File: src/rtl/la_ioanalog_seq.sv
// rtl/la_ioanalog_seq.sv - analog pad tap sequencer: break-before-make, settle, one ADC conversion
// Returns one sample (or an error) per accepted request over a valid/ready response channel.
module la_ioanalog_seq #(
    parameter int N       = 4,
    parameter int CW      = 2,
    parameter int SW      = 8,
    parameter int DW      = 12,
    parameter int BBM     = 2,
    parameter int TIMEOUT = 255
) (
    input  logic            clk,
    input  logic            reset,
    input  logic            req_valid,
    output logic            req_ready,
    input  logic [CW-1:0]   req_chan,
    input  logic [1:0]      req_tap,
    input  logic [SW-1:0]   req_settle,
    output logic [3*N-1:0]  sel_en,
    output logic            adc_start,
    input  logic            adc_done,
    input  logic [DW-1:0]   adc_data,
    output logic            rsp_valid,
    input  logic            rsp_ready,
    output logic [DW-1:0]   rsp_data,
    output logic [CW-1:0]   rsp_chan,
    output logic            rsp_err
);

    localparam int TW    = $clog2(TIMEOUT + 1);
    localparam int BW    = $clog2(BBM + 1);
    localparam int MW    = (SW > TW) ? SW : TW;
    localparam int CNTW  = (MW > BW) ? MW : BW;
    localparam logic [CW:0]    NLIM    = (CW + 1)'(N);
    localparam logic [3*N-1:0] SEL_ONE = (3 * N)'(1);

    typedef enum logic [2:0] {
        S_IDLE,
        S_BREAK,
        S_SETTLE,
        S_CONVERT,
        S_RESP
    } state_t;

    state_t          state_q, state_d;
    logic [CNTW-1:0] cnt_q, cnt_d;
    logic [CW-1:0]   chan_q, chan_d;
    logic [1:0]      tap_q, tap_d;
    logic [SW-1:0]   settle_q, settle_d;
    logic [3*N-1:0]  sel_en_q, sel_en_d;
    logic [DW-1:0]   rsp_data_q, rsp_data_d;
    logic [CW-1:0]   rsp_chan_q, rsp_chan_d;
    logic            rsp_err_q, rsp_err_d;
    logic            req_illegal;
    logic [3*N-1:0]  sel_onehot;

    assign req_illegal = (req_tap == 2'd3) || ({1'b0, req_chan} >= NLIM);
    // Only ever evaluated for a legal latched chan/tap, so the shift stays in range.
    assign sel_onehot  = SEL_ONE << (int'(chan_q) * 3 + int'(tap_q));

    always_comb begin
        state_d    = state_q;
        cnt_d      = cnt_q;
        chan_d     = chan_q;
        tap_d      = tap_q;
        settle_d   = settle_q;
        sel_en_d   = sel_en_q;
        rsp_data_d = rsp_data_q;
        rsp_chan_d = rsp_chan_q;
        rsp_err_d  = rsp_err_q;
        req_ready  = 1'b0;
        adc_start  = 1'b0;

        case (state_q)
            S_IDLE: begin
                req_ready = 1'b1;
                if (req_valid) begin
                    chan_d   = req_chan;
                    tap_d    = req_tap;
                    settle_d = req_settle;
                    cnt_d    = '0;
                    sel_en_d = '0;
                    if (req_illegal) begin
                        rsp_data_d = '0;
                        rsp_chan_d = req_chan;
                        rsp_err_d  = 1'b1;
                        state_d    = S_RESP;
                    end else begin
                        state_d    = S_BREAK;
                    end
                end
            end
            S_BREAK: begin
                if (cnt_q == CNTW'(BBM - 1)) begin
                    cnt_d    = '0;
                    sel_en_d = sel_onehot;
                    state_d  = (settle_q == '0) ? S_CONVERT : S_SETTLE;
                end else begin
                    cnt_d = cnt_q + CNTW'(1);
                end
            end
            S_SETTLE: begin
                if ((cnt_q + CNTW'(1)) == CNTW'(settle_q)) begin
                    cnt_d   = '0;
                    state_d = S_CONVERT;
                end else begin
                    cnt_d = cnt_q + CNTW'(1);
                end
            end
            S_CONVERT: begin
                // cnt_q counts sampling cycles; the start cycle itself never samples adc_done.
                adc_start = (cnt_q == '0);
                if ((cnt_q != '0) && adc_done) begin
                    rsp_data_d = adc_data;
                    rsp_chan_d = chan_q;
                    rsp_err_d  = 1'b0;
                    state_d    = S_RESP;
                end else if (cnt_q == CNTW'(TIMEOUT)) begin
                    rsp_data_d = '0;
                    rsp_chan_d = chan_q;
                    rsp_err_d  = 1'b1;
                    sel_en_d   = '0;
                    state_d    = S_RESP;
                end else begin
                    cnt_d = cnt_q + CNTW'(1);
                end
            end
            S_RESP: begin
                if (rsp_ready) begin
                    cnt_d   = '0;
                    state_d = S_IDLE;
                end
            end
            default: begin
                state_d = S_IDLE;
            end
        endcase
    end

    always_ff @(posedge clk) begin
        if (reset) begin
            state_q    <= S_IDLE;
            cnt_q      <= '0;
            chan_q     <= '0;
            tap_q      <= '0;
            settle_q   <= '0;
            sel_en_q   <= '0;
            rsp_data_q <= '0;
            rsp_chan_q <= '0;
            rsp_err_q  <= 1'b0;
        end else begin
            state_q    <= state_d;
            cnt_q      <= cnt_d;
            chan_q     <= chan_d;
            tap_q      <= tap_d;
            settle_q   <= settle_d;
            sel_en_q   <= sel_en_d;
            rsp_data_q <= rsp_data_d;
            rsp_chan_q <= rsp_chan_d;
            rsp_err_q  <= rsp_err_d;
        end
    end

    assign sel_en    = sel_en_q;
    assign rsp_valid = (state_q == S_RESP);
    assign rsp_data  = rsp_data_q;
    assign rsp_chan  = rsp_chan_q;
    assign rsp_err   = rsp_err_q;

endmodule

File: config.mk
export PLATFORM = sky130hd
export DESIGN_NAME = la_ioanalog_seq
export DESIGN_NICKNAME = d
export VERILOG_FILES = /design/src/rtl/la_ioanalog_seq.sv
export SDC_FILE = /design/constraint.sdc
export NUM_CORES = 1
export LEC_CHECK = 0
export BUFFER_PORTS_ARGS = -buffer_cell sky130_fd_sc_hd__buf_2
export CAP_MARGIN = 0
export CORE_MARGIN = 4
export CORE_UTILIZATION = 30
export DETAILED_ROUTE_END_ITERATION = 8
export HOLD_SLACK_MARGIN = 0.08
export PLACE_DENSITY = 0.58
export RECOVER_POWER = 50
export SYNTH_ARGS = -nofsm -noshare
export SYNTH_HDL_FRONTEND = slang
export SYNTH_SLANG_ARGS = --single-unit
File: constraint.sdc
create_clock -name clk -period 2.4 [get_ports clk]
set_clock_uncertainty 0.15 [all_clocks]
set_input_delay 0.24 -clock clk [delete_from_list [all_inputs] [get_ports clk]]
set_output_delay 0.24 -clock clk [all_outputs]
set_load 0.02 [all_outputs]
== Word level (Yosys, flattened, before mapping) ==
Index checks and enable logic that the tools add are counted.
Widths: inputs -> output; s select.
Word-level totals
  bits in registers: 50
  input bits: 29
  output and inout port bits: 30
  logic and storage cells: 80
Cells by class
  add/subtract/negate cells: 2
  multipliers: 1
  equality and inequality tests: 17
  shift-type cells: 1
  multiplexer cells: 37
  reduce and logical (&&, ||, !) cells: 13
Operators with widths (number)
  $mux 12: 7
  $mux 8: 6
  $pmux 8 s5: 1
  $pmux 12 s3: 1
  $pmux 12 s2: 1
  $mux 3: 7
  $logic_not 8->1: 2
  $pmux 3 s5: 1
  $reduce_and 5->1: 3
  $ne 2x2->1 const B: 7
  $shl 1x5->12 const A: 1
  $add 8x1->8 const B: 1
  $eq 8x1->1 const B: 1
  $eq 8x8->1: 1
  $eq 8x8->1 const B: 1
  $mux 2: 4
  $reduce_bool 8->1: 1
  $mux 1: 7
  $eq 3x2->1 const B: 2
  $add 4x2->5: 1
  $reduce_bool 5->1: 1
  $mul 2x2->4 const B: 1
  $pmux 2 s2: 1
  $reduce_and 4->1: 1
  other kinds (11): 11

== Longest topological paths before layout ==
Gate-level depths: netlist of run 1.
  depth after elaboration: 5
  mapped depth: 11
  mapped depth without buffers: 8

== Worst setup path after synthesis of run 1 ==
OpenSTA, ideal clock, no wires.
  path type: register to register
  from: register chan_q[1]
  to: register sel_en_q[0] (netlist: sel_en[0])
  library setup time: 0.065 ns
  arrival time: 2.139 ns
  required time: 2.185 ns
  setup slack: 0.046 ns
  cell stages (with the launch flop): 8
  buffers on the path: 0
  clock period less this slack: 2.354 ns
  cells stage by stage: dfxtp_1 > fa_1 > ha_1 > fa_1 > or3_1 > nor4_1 > a21oi_1 > nor2_1
Between the ends
  longest elaborated chain between the ends: 5
RTL lines
  start, declared: line 46  | logic [CW-1:0] chan_q, chan_d;
  start signal, assigned: line 153  | chan_q <= chan_d;
  $mul 2x2->4: line 58  | assign sel_onehot = SEL_ONE << (int'(chan_q) * 3 + int'(tap_q));
  $add 4x2->5: line 58
  $shl 1x5->12: line 58
  $mux 12: line 93  | if (cnt_q == CNTW'(BBM - 1)) begin
  $pmux 12 s3: line 73  | case (state_q)
  end signal, assigned: line 156  | sel_en_q <= sel_en_d;
  end, declared: line 49  | logic [3*N-1:0] sel_en_q, sel_en_d;
Every way passes these cells. The select of a mux whose other input is x is not followed.
A chain may end at the register's enable or synchronous reset.

== Worst setup path in the final report of run 1 ==
  from: register cnt_q[3]
  to: register state_q[0]
Between the ends
  longest elaborated chain between the ends: 4
  elaborated cells between the ends (all ways): 12
  classes of those cells: 1 x add/sub; 6 x eq/ne; 2 x mux; 3 x reduce/logical
RTL lines
  start, declared: line 45  | logic [CNTW-1:0] cnt_q, cnt_d;
  start signal, assigned: line 152  | cnt_q <= cnt_d;
  $add 8x1->8 / $reduce_bool 8->1 (equally long branches): line 102, 112
  $eq 8x8->1 / $logic_and 1x1->1 (equally long branches): line 102, 112
  $ne 2x2->1 (no source line) (tied with other cells)
  $reduce_and 5->1 (no source line) / $pmux 3 s5 (equally long branches)
  end signal, assigned: line 151  | state_q <= state_d;
  end, declared: line 44  | state_t state_q, state_d;
Several ways; a longest one is shown, not always the timed one.

==> results of run 1 <==
[area by class of cell]
type	instances	share of cell area [%]
clock inverters	2	0.387
multi-input cells	245	43.5
flip-flops and latches	50	28.4
clock buffers	6	2.04
inverters	5	0.528
repair buffers	115	21.5
well taps	105	3.69
[placed cells by master, fill, tap and decap left out, types with 4 or more instances in the layout]
| cell | instances |
|---|---|
| xnor2_1 | 4 |
| a31oi_1 | 6 |
| dfxtp_1 | 45 |
| a21oi_1 | 34 |
| o21ai_1 | 5 |
| inv_1 | 4 |
| buf_2 | 30 |
| clkbuf_1 | 29 |
| nor2b_1 | 5 |
| nor3_1 | 10 |
| nand3_1 | 10 |
| clkbuf_8 | 5 |
| nand2_1 | 45 |
| nor2_1 | 41 |
| dlygate4sd3_1 | 24 |
| buf_4 | 30 |
| o21ai_0 | 4 |
| dfxtp_2 | 4 |
| a22oi_1 | 14 |
[worst max-delay path: cells and delay by family, from the launching register on]
family | cells | cell delay [ns]
flops | 1 | 0.41
buf+inv | 1 | 0.18
compound gates | 4 | 0.72
simple gates | 3 | 0.87
[where the power goes]
group          total, mW  switching (mW)  internal [mW]  leakage [nW]
sequential          1.01          0.0957          0.919         0.408
clock              0.499           0.292          0.207        0.0452
combinational       1.36           0.776          0.581         0.923
total               2.87            1.16           1.71          1.38
[registers in the layout (all words and copies together), names as in the netlist]
signal    cells
settle_q      8
cnt_q         8
rsp_chan      2
state_q       3
chan_q        2
tap_q         2
rsp_data     12
sel_en       12
rsp_err       1
[metal layers]
| layer | global-route usage, % | vias up | share of wire (%) |
|---|---|---|---|
| met3 | 2.66 | 5 | 3.6 |
| met1 | 18.1 | 1186 | 47 |
| met4 | 2.84 | 0 | 0.86 |
| li1 | - | 1322 | - |
| met5 | 0 | - | 0 |
| met2 | 23.2 | 55 | 48 |
[logic make-up (layout without fill, tap and decap cells)]
kind of cell	count (synthesis)	after routing	synth area share, %
buffers and inverters	29	128	5.45
multiplexers	3	3	1.19
XOR/XNOR	7	7	2.43
AO/OA/AOI/OAI	75	75	17.8
AND/OR/NAND/NOR	153	153	29.4
adder cells (fa/ha/maj)	7	7	4.06
flip-flops	50	50	39.6
[worst paths after layout]
check / slack (ns) / end / from / cells after the start
max: -0.01 / state_q[0] / cnt_q[3] / 8
min reg2reg: 0.32 / rsp_err / rsp_err / 2
max reg2reg: -0.01 / state_q[0] / cnt_q[3] / 8
min: 0.09 / state_q[2] / rsp_ready / 3
[metrics by stage]
step,worst slack (ns),setup TNS (ns),utilization [%],std cells,instance area (um^2)
after floorplan,0.0462,0,-,324,2520
after global placement,0.0334,0,37.5,495,3080
after detailed placement,-0.0260,-0.0260,37.5,495,3080
after CTS,0.00671,0,41.8,527,3430
after global routing,-0.0836,-0.218,43.3,528,3560
final,-0.0146,-0.0146,43.3,528,3560
[timing repair]
action / 4_1_cts / 5_1_grt
hold endpoints to repair: 24 / 0
hold buffers: 24 / 0
resized for setup: 6 / 35
buffers inserted: 0 / 1
gates cloned: 0 / 0
pin swaps: 1 / 13
setup endpoints to repair: 1 / 13
==> impl_metrics.json, run 1 <==
{
  "status": "finished with violations",
  "failed_checks": "setup timing",
  "nets": 458,
  "clkSinkCount": 50,
  "via_count": 2568,
  "vias_per_cell": 4.86,
  "crit_path_max_incr_delay_ns": 0.41,
  "root_buffer": "clkbuf_8",
  "hp-class": "input port to flop",
  "min_period_ns": 2.41,
  "syn2layout_area_growth_pct": 40.9,
  "synth_cells": 324,
  "cts_tree": "built",
  "yosys.cell_types.count": 48,
  "startpoint_type": "flop",
  "drt_iter0_drc": 135,
  "dieArea_um2": 9950,
  "slowest_stage": "dfxtp_1",
  "endpoint_kind": "flop",
  "grt_pass1_wl_mm": 11.3,
  "fill_cells": 837,
  "slew_headroom_pct": 58.0,
  "fp.dieW_um": 99.7,
  "synth_edf_count": 0,
  "diodes": 0,
  "gp_congestion": 0.826,
  "finalWirelength_mm": 6.88,
  "core_area_um2": 8220,
  "synth_largest_area_cell": "dfxtp_1",
  "cp_cell_sequence": "and3_2, and4_1, o2111ai_1, a311oi_1, buf_4, o22ai_2, or3_4, a221oi_2",
  "ys_seq_area_share_pct": 39.6,
  "firstDrtPassIters": 4,
  "detailed_place_hpwl_mm": 4.85,
  "fp.dieH_um": 99.7,
  "synthFlopType": "dfxtp_1",
  "io_pins": 59,
  "path_clk_slew_ns": 0.10,
  "track_usage_pct": 13.7,
  "grt_pass1_vias": 2462,
  "timing.final.crit_share_pct": 101,
  "cts.path.max_buffers": 2,
  "max_freq_mhz": 414,
  "hold_ws_ns": 0.0905,
  "synthTopCellsByCount": "dfxtp_1, nand2_1, nor2_1",
  "path_class": "flop to flop",
  "synth_top_area_share_pct": 39.6,
  "h-tree-depth": 2,
  "p_leak_nw": 1.38,
  "drcViolationCount": 0,
  "synthTopCellsByArea": "dfxtp_1, nand2_1, a21oi_1",
  "initial_core_util_pct": 30.7,
  "avgSynthCellArea_um2": 7.79,
  "ys_warn_count": 0,
  "worstPathArrival_ns": 2.49,
  "cts_buffers": 5,
  "row_count": 33,
  "rsz0062_at_grt": "yes",
  "wl_per_cell_um": 13.0,
  "yosysMostFrequentCell": "dfxtp_1",
  "async_reset_ff_share_pct": 0,
  "ir_drop_uv": 463,
  "cap_violations": 0,
  "port_buffers": 58,
  "worst_pin_slew_ns": 0.629,
  "antenna_found_initial": 0,
  "finalWorstSetupSlack_ns": -0.0146,
  "hold_violations": 0,
  "ant_nets": 0,
  "crit_required_ns": 2.47,
  "seq_area_um2": 1010,
  "netlist_area_um2": 2520,
  "drive_above_1_share_pct": 26.0,
  "total_power_mw": 2.87,
  "worstSkewPairLatency_ns": 0.30,
  "synth_nets": 360,
  "power_per_cell_area_nw_per_um2": 807,
  "multi_input_area_um2": 1550,
  "gr-total-overflow": 0,
  "ys_seq_elements": 50,
  "path_max_fanout": 7,
  "setup_violations": 1,
  "grt_start_max_net_pins": 25,
  "maxSlewViolCount": 0
}
Power figures use the tool's default switching activity.
==> run 2: changes to the inputs <==
CTS_BUF_LIST = sky130_fd_sc_hd__clkbuf_4   (was default)
==> run 2 against run 1 <==
Against the previous run: the flow now finishes without violations; fmax up 2.4%; sequential power about the same; power up 6.6%; critical path depth up 2; sequential share of layout area down 1.0 points; critical path type unchanged.
==> impl_metrics.json, run 2 (same netlist as run 1, synthesis figures left out) <==
{
  "path_clk_slew_ns": 0.15,
  "min_period_ns": 2.36,
  "worstPathArrival_ns": 2.49,
  "vias_per_cell": 4.88,
  "core_area_um2": 8220,
  "fill_cells": 821,
  "gr-max-usage-layer": "met2",
  "path_max_fanout": 5,
  "place_area_um2": 3080,
  "cts_buffers": 5,
  "power_per_cell_area_nw_per_um2": 828,
  "design_area_um2": 3700,
  "p_leak_nw": 1.45,
  "endpoint_kind": "flop",
  "pwr-share-clk_pct": 13.2,
  "max_freq_mhz": 424,
  "io_pins": 59,
  "cp_num_buf_inv": 2,
  "track_usage_pct": 13.8,
  "fp.dieW_um": 99.7,
  "detailed_place_hpwl_mm": 4.85,
  "root_buffer": "clkbuf_4",
  "final_cell_mix": "nand2_1, dfxtp_1, nor2_1",
  "status": "completed",
  "maxSlewViolCount": 0,
  "firstDrtPassIters": 6,
  "dieArea_um2": 9950,
  "seq_area_um2": 1010,
  "timing.final.crit_share_pct": 98.2,
  "ir_drop_uv": 451,
  "path_delay_family": "compound AO/OA/AOI/OAI gates",
  "drcViolationCount": 0,
  "antenna_found_initial": 0,
  "row_count": 33,
  "reg2reg_depth": 10,
  "wl_per_cell_um": 13.5,
  "ant_nets": 0,
  "r2r_setup_slack_ns": 0.04,
  "clkSinkCount": 50,
  "syn2layout_area_growth_pct": 46.5,
  "rsz0062_at_grt": "yes",
  "path_class": "flop to flop",
  "setup_violations": 0,
  "diodes": 0,
  "worstSkewPairLatency_ns": 0.36,
  "p_sw_mw": 1.24,
  "gr-usage-met2_pct": 23.1,
  "multi_input_area_um2": 1570,
  "grt_pass1_vias": 2488,
  "switching_share_pct": 40.4,
  "hold_violations": 0,
  "cp.depth": 10,
  "port_buffers": 58,
  "crit_path_max_incr_delay_ns": 0.39,
  "sequentialPowerShare_pct": 33.2,
  "crit_end": "state_q[0]",
  "cap_violations": 0,
  "regToRegStartpoint": "cnt_q[1]",
  "hp-class": "input port to flop",
  "grtUsageMet3_pct": 2.59,
  "grt_pass1_wl_mm": 11.4,
  "worst_pin_slew_ns": 0.635,
  "startpoint_type": "flop",
  "via_count": 2627,
  "cp-startpoint": "cnt_q[1]",
  "cts_tree": "built",
  "gr-total-overflow": 0,
  "p_int_mw": 1.82,
  "nets": 468,
  "initial_core_util_pct": 30.7,
  "fp.dieH_um": 99.7,
  "combPwrFrac_pct": 53.5,
  "cp_cell_sequence": "ha_4, buf_6, o21ba_4, o21ai_2, a31oi_1, a311oi_1, buf_4, o22ai_2, or3_1, a221oi_2",
  "grt_use_met1_pct": 18.2,
  "cts.path.max_buffers": 2,
  "reg2reg_to": "state_q[0]",
  "grt_start_max_net_pins": 25,
  "slowest_stage": "dfxtp_4",
  "slew_headroom_pct": 57.6,
  "gp_congestion": 0.826,
  "crit_required_ns": 2.54,
  "h-tree-depth": 2,
  "drt_iter0_drc": 110,
  "drive_above_1_share_pct": 27.9,
  "final_util_pct": 45.0,
  "finalWirelength_mm": 7.27
}
## run 2: changes by cell type in the layout (fill, tap and decap cells not counted), sizes merged
cell	previous run	this run
buf	63	70
dlygate4sd3	24	26
clkbuf	34	35
## run 2: worst min-delay path by stage
stage	to	from	cells past startpoint	slack [ns]
detailed placement	rsp_err	rsp_err	2	0.30
CTS	state_q[1]	adc_done	3	0.08
global route	sel_en[10]	reset	2	0.13
finish	sel_en[11]	reset	2	0.13
floorplan	tap_q[0]	req_tap[0]	2	0.23
global placement	rsp_err	rsp_err	2	0.30
## run 2: layout make-up
cell class	count	share of cell area (%)
tap	105	3.55
multi-input combinational	245	42.5
timing repair buffer	125	24.5
sequential	50	27.4
clock inverter	2	0.372
inverter	5	0.507
clock buffer	6	1.22
## run 2: worst register-to-register path: cells and delay by family (launching register included)
kind                       cells  cell delay, ns
AOI/OAI and AO/OA              6            0.93
adders and majority gates      1            0.18
buffers and inverters          2            0.30
DFF                            1            0.39
and+or+nand+nor                1            0.32
## run 2: power groups by stage
stage	registers (mW)	clock network [mW]	logic, mW
after floorplan	1.03	0	0.750
after global placement	1.02	0	1.13
after detailed placement	1.02	0	1.14
after CTS	1.01	0.425	1.21
after global routing	1.03	0.462	1.77
final	1.02	0.405	1.64
## run 2: through the flow
stage	std cells	hold slack [ns]	power, mW	TNS (ns)	setup WS [ns]
2_1_floorplan	324	0.226	1.78	0	0.0462
3_3_place_gp	495	0.301	2.15	0	0.0334
3_5_place_dp	495	0.303	2.16	-0.0260	-0.0260
4_1_cts	529	0.0822	2.65	0	0.0200
5_1_grt	538	0.134	3.27	-0.210	-0.0483
6_report	538	0.126	3.06	0	0.0427
## run 2: timing repair
item | 4_1_cts | 5_1_grt
endpoints found under the hold margin | 26 | 1
gates resized for setup | 9 | 41
hold buffers | 25 | 1
setup buffers | 1 | 5
pin swaps | 1 | 16
setup endpoints to repair | 1 | 13
cloned | 0 | 3
## run 2: metal layers
layer | up-vias | wire [um] | part of all wire [%]
met5 | - | 0 | 0
met4 | 0 | 71 | 0.98
met2 | 62 | 3550 | 49
li1 | 1346 | - | -
met1 | 1210 | 3380 | 47
met3 | 9 | 265 | 3.6
